$ cat src/rtl/counter_8bit_pkg.sv
// Shared types and defaults for the counter_8bit stream source.
package counter_8bit_pkg;

  localparam int DATA_W = 8;

  typedef logic [DATA_W-1:0] data_t;

  localparam data_t DEFAULT_START = 8'h00;
  localparam data_t DEFAULT_STEP  = 8'h01;

  // Modulo-2^DATA_W increment; the carry out of the top bit is dropped.
  function automatic data_t next_value(data_t v, data_t step);
    return v + step;
  endfunction

endpackage

$ cat src/rtl/stream_reg_slice.sv
// Generic valid/ready register slice with a one-entry skid buffer.
// Both output signals and the input-side ready come straight from flops,
// so no combinational path crosses the slice in either direction.
module stream_reg_slice #(
  parameter int               WIDTH      = 8,
  parameter logic [WIDTH-1:0] RESET_DATA = '0
) (
  input  logic             clock,
  input  logic             reset,
  input  logic             in_valid,
  output logic             in_ready,
  input  logic [WIDTH-1:0] in_data,
  output logic             out_valid,
  input  logic             out_ready,
  output logic [WIDTH-1:0] out_data
);

  logic             out_valid_q, out_valid_n;
  logic [WIDTH-1:0] out_data_q, out_data_n;
  logic             skid_valid_q, skid_valid_n;
  logic [WIDTH-1:0] skid_data_q, skid_data_n;
  logic             in_ready_q;

  // Next-state: refill the output stage from the skid entry first, otherwise
  // from the input; park an accepted input in the skid when the output stalls.
  always_comb begin
    out_valid_n  = out_valid_q;
    out_data_n   = out_data_q;
    skid_valid_n = skid_valid_q;
    skid_data_n  = skid_data_q;
    if (out_ready || !out_valid_q) begin
      if (skid_valid_q) begin
        out_valid_n  = 1'b1;
        out_data_n   = skid_data_q;
        skid_valid_n = 1'b0;
      end else begin
        out_valid_n = in_valid;
        if (in_valid) begin
          out_data_n = in_data;
        end
      end
    end else if (in_valid && in_ready_q) begin
      skid_valid_n = 1'b1;
      skid_data_n  = in_data;
    end
  end

  // Register all slice state; input ready is accepted only while the skid is free.
  always_ff @(posedge clock) begin
    if (reset) begin
      out_valid_q  <= 1'b0;
      out_data_q   <= RESET_DATA;
      skid_valid_q <= 1'b0;
      skid_data_q  <= RESET_DATA;
      in_ready_q   <= 1'b1;
    end else begin
      out_valid_q  <= out_valid_n;
      out_data_q   <= out_data_n;
      skid_valid_q <= skid_valid_n;
      skid_data_q  <= skid_data_n;
      in_ready_q   <= !skid_valid_n;
    end
  end

  assign in_ready  = in_ready_q;
  assign out_valid = out_valid_q;
  assign out_data  = out_data_q;

endmodule

$ cat src/rtl/counter_8bit.sv
// Free-running incrementing sequence source on a valid/ready stream.
// Optional macro COUNTER_8BIT_OUTPUT_REG_EN inserts a registered output
// slice (stream_reg_slice), adding one cycle of first-valid latency.
module counter_8bit
  import counter_8bit_pkg::*;
#(
  parameter int               WIDTH = DATA_W,
  parameter logic [WIDTH-1:0] START = WIDTH'(DEFAULT_START),
  parameter logic [WIDTH-1:0] STEP  = WIDTH'(DEFAULT_STEP)
) (
  input  logic             clock,
  input  logic             reset,
  output logic             valid,
  input  logic             ready,
  output logic [WIDTH-1:0] data
);

  logic [WIDTH-1:0] cnt;
  logic [WIDTH-1:0] cnt_next;
  logic             cnt_valid;
  logic             cnt_ready;
  logic             cnt_fire;

  if (WIDTH == DATA_W) begin : g_pkg_add
    assign cnt_next = WIDTH'(next_value(data_t'(cnt), data_t'(STEP)));
  end else begin : g_wide_add
    assign cnt_next = cnt + STEP;
  end

  assign cnt_fire = cnt_valid && cnt_ready;

  // Sequence register and valid flag: valid comes up one edge after reset
  // release and stays up; the value only moves on an accepted transfer.
  always_ff @(posedge clock) begin
    if (reset) begin
      cnt_valid <= 1'b0;
      cnt       <= START;
    end else begin
      cnt_valid <= 1'b1;
      if (cnt_fire) begin
        cnt <= cnt_next;
      end
    end
  end

`ifdef COUNTER_8BIT_OUTPUT_REG_EN
  stream_reg_slice #(
    .WIDTH      (WIDTH),
    .RESET_DATA (START)
  ) u_out_slice (
    .clock     (clock),
    .reset     (reset),
    .in_valid  (cnt_valid),
    .in_ready  (cnt_ready),
    .in_data   (cnt),
    .out_valid (valid),
    .out_ready (ready),
    .out_data  (data)
  );
`else
  assign cnt_ready = ready;
  assign valid     = cnt_valid;
  assign data      = cnt;
`endif

endmodule

$ cat config.mk
export PLATFORM = sky130hd
export DESIGN_NAME = counter_8bit
export DESIGN_NICKNAME = d
export VERILOG_FILES = /design/src/rtl/counter_8bit_pkg.sv /design/src/rtl/stream_reg_slice.sv /design/src/rtl/counter_8bit.sv
export SDC_FILE = /design/constraint.sdc
export NUM_CORES = 1
export LEC_CHECK = 0
export CORE_AREA = 2 2 39 41
export CTS_BUF_LIST = sky130_fd_sc_hd__clkbuf_8 sky130_fd_sc_hd__clkbuf_16
export CTS_CLUSTER_SIZE = 40
export DETAILED_ROUTE_END_ITERATION = 16
export DIE_AREA = 0 0 41 43
export GPL_ROUTABILITY_DRIVEN = 0
export SYNTH_ARGS = -nofsm -noshare
export SYNTH_HDL_FRONTEND = slang
export SYNTH_SLANG_ARGS = --single-unit
$ cat constraint.sdc
create_clock -name clock -period 1.78 [get_ports clock]
set_input_delay 0.178 -clock clock [delete_from_list [all_inputs] [get_ports clock]]
set_output_delay 0.178 -clock clock [all_outputs]
set_load 0.005 [all_outputs]
==> key figures <==
Pwr
  – Int Pwr: 0.370 mW
  – Reg power frac: around 46%
  – PwrDens: 846 mW/mm^2
  – Sw frac: 20.5%
  – Worst VDD drop: about 0.00039 V
  – Net Sw Power: 0.0953 mW
  – Leak pwr: 0.187 nW
  – Clock share of power: 49.4%
  – Overall Power: 0.466 mW
  – Logic pwr share: slightly above 5%

Logic synthesis
  – Sequential share of the synthesized area: 47.5%
  – Area fraction of the dominant cell type after synthesis: between 40% and 50%
  – Synth Instances: 43
  – Synth Register Bits: 9
  – Post-Syn Area per Cell: 8.82 um^2
  – Net Count, Synth: 47
  – FFs w/ async S/R, synth: 0%
  – Number of flops mapped to enable cells by yosys: 0
  – Synth cell count leaders: dfxtp_1, a21oi_1
  – Cell taking the most area after synthesis: dfxtp_1
  – Synthesized area: 379 um^2
  – Synth warn: 0
  – Most common cell in the netlist: dfxtp_1
  – Ranking of synthesized cells by area: dfxtp_1, a21oi_1, nand3_1
  – Library cells used by synthesis: 17
  – Main synth FF type: dfxtp_1

Min path
  – Tightest Hold Check Type: flop to flop
  – Hold_sp: data[7]

Detailed routing
  – Routed len/inst: ~10 um
  – Vias: between 300 and 400
  – Antenna-violating nets left: 0
  – DR DRC count: 0
  – Drt first pass iters: 2
  – Routed vias/inst: 4.99
  – Total length of routed wires: roughly 730 um
  – 1st-iter DRT viols: 2

Timing
  – Rel. slew slack: 77.2%
  – RSZ-0062 raised after global routing: no
  – Worst Max-Slew Pin Slew: between 0.3 and 0.4 ns
  – Fmax achieved: between 0.7 and 0.8 GHz
  – Fin. Hold Viols: 0
  – TNS Setup: 0 ns
  – Final worst setup slack: between 0.3 and 0.4 ns
  – Max Slew Vio Count: 0
  – Tcrit/Tclk final: approximately 78%
  – Final min period: 1.38 ns
  – # setup viols final: 0
  – Fin Hold WS: a little under 0.5 ns
  – Fin Clk Skew: 0.00340 ns

Cells and area
  – Ratio of cells with drive above 1 in the final layout: approximately 8.8%
  – Total Nets Final: 62
  – Final core occ: approximately two fifths
  – Antenna cell count: 0
  – Area Overhead vs Synth: 45.2%
  – Finished Cell Area: 551 um^2
  – Non-Filler Instances: 73

Global route
  – Gr usage total: between 10% and 20%
  – Largest net degree at the start of global routing: 10
  – Vias in the first global route: 300
  – Grt total ovfl: 0
  – Initial antenna violation count: 0
  – First-pass GRT wire length: about 1.2 mm

Clock network
  – Resized cells post-CTS: 0
  – Clock root buffer: clkbuf_8
  – Cts hold-fix bufs: 0
  – Clock Latency Late Sink: 0.23 ns
  – CTS tree: built
  – Clock input transition at the sequential cells of the worst setup and hold paths: 0.05 ns
  – Total CTS buffers: 3
  – Setup Buffers After CTS: 0
  – H-tree Lvls: 1
  – Clock Sink Count: 9
  – Clk buf depth: 2

Worst setup path
  – R2r setup slk: 0.47 ns
  – Crit-path max FO: 6
  – Reg-to-Reg Start: data[0]
  – CP Launch Point: ready
  – WP data arrival: 1.54 ns
  – Required @ worst endpoint: 1.94 ns
  – Type of origin of the critical path: input port
  – Setup CP Type: input port to flop
  – CP Capture Type: flop

Placed design
  – Pre-CTS WS: about 0.15 ns
  – Number of buffers added on ports: 11
  – DP Wirelength: around 550 um
  – Dpl cell area: 505 um^2
  – Inst Count DP: 69

Floorplan
  – I/O Pins: 12
  – Starting Density: ~27%
  – Die H: approximately 43 um
  – Die width: 41 um
  – Std-Cell Core Area: 0.00138 mm^2
  – Die ar.: between 0.0015 and 0.002 mm^2
  – Cell Rows: 14

Run
  – # Max-Cap Violations: 0

Outcome
  – Status: finished clean
[worst max-delay path: stages]
cell and delay [ns]:
clkdlybuf4s50_1 0.55, nand4_2 0.17, or4_1 0.48, a21oi_1 0.16
[layout make-up]
type                       count  area (um^2)
inverter                       3         11.3
clock inverter                 1         3.75
multi-input combinational     30          184
timing repair buffer          11          110
fill                         155          833
clock buffer                   3         41.3
sequential                     9          180
tap                           16         20.0
[placed cells by master, fill, tap and decap left out]
| cell type | Yosys | routed |
|---|---|---|
| clkdlybuf4s50_1 | 0 | 11 |
| dfxtp_1 | 9 | 9 |
| a21oi_1 | 6 | 6 |
| inv_1 | 3 | 4 |
| o21ai_0 | 3 | 3 |
| nand3_1 | 3 | 3 |
| nand2_1 | 3 | 3 |
| clkbuf_8 | 0 | 3 |
| nand4_1 | 2 | 2 |
| or3_1 | 2 | 2 |
| nor2_1 | 2 | 2 |
| o31ai_1 | 2 | 2 |
| or4_1 | 2 | 2 |
| nand4_2 | 1 | 1 |
| or3_2 | 1 | 1 |
| xnor2_1 | 1 | 1 |
| xor2_1 | 1 | 1 |
| ha_1 | 1 | 1 |
[power groups by stage]
stage               logic (mW)  registers (mW)  clock network [mW]
detailed placement      0.0245           0.216                   0
floorplan              0.00888           0.215                   0
finish                  0.0240           0.212               0.230
global placement        0.0237           0.216                   0
CTS                     0.0245           0.212               0.243
global route            0.0268           0.212               0.255
[path summary, 6_finish.rpt]
| kind | end | cells past startpoint |
|---|---|---|
| min reg2reg | data[7] | 2 |
| max | data[5] | 4 |
| min | data[7] | 2 |
| max reg2reg | data[6] | 4 |
[state kept, by name, indices dropped and copies added, names as in the netlist]
name,flops
data,8
valid,1
[per-layer routing]
layer  vias up  track usage [%]  share of wire [%]
met5         -                0                  0
met4         0             6.00                  0
met3         0             9.95                9.2
met2        13             15.6                 47
met1       166             9.71                 44
li1        185                -                  -
[cells by family (layout without fill, tap and decap cells)]
logic type / Yosys count / count (layout) / synth area share, %
adders and majority gates: 1 / 1 / 3.30
buffers and inverters: 4 / 18 / 3.96
AOI/OAI and AO/OA: 11 / 11 / 15.8
and+or+nand+nor: 16 / 16 / 24.7
xor gates and xnor gates: 2 / 2 / 4.62
DFF: 9 / 9 / 47.5
(Power assumes the default switching activity.)
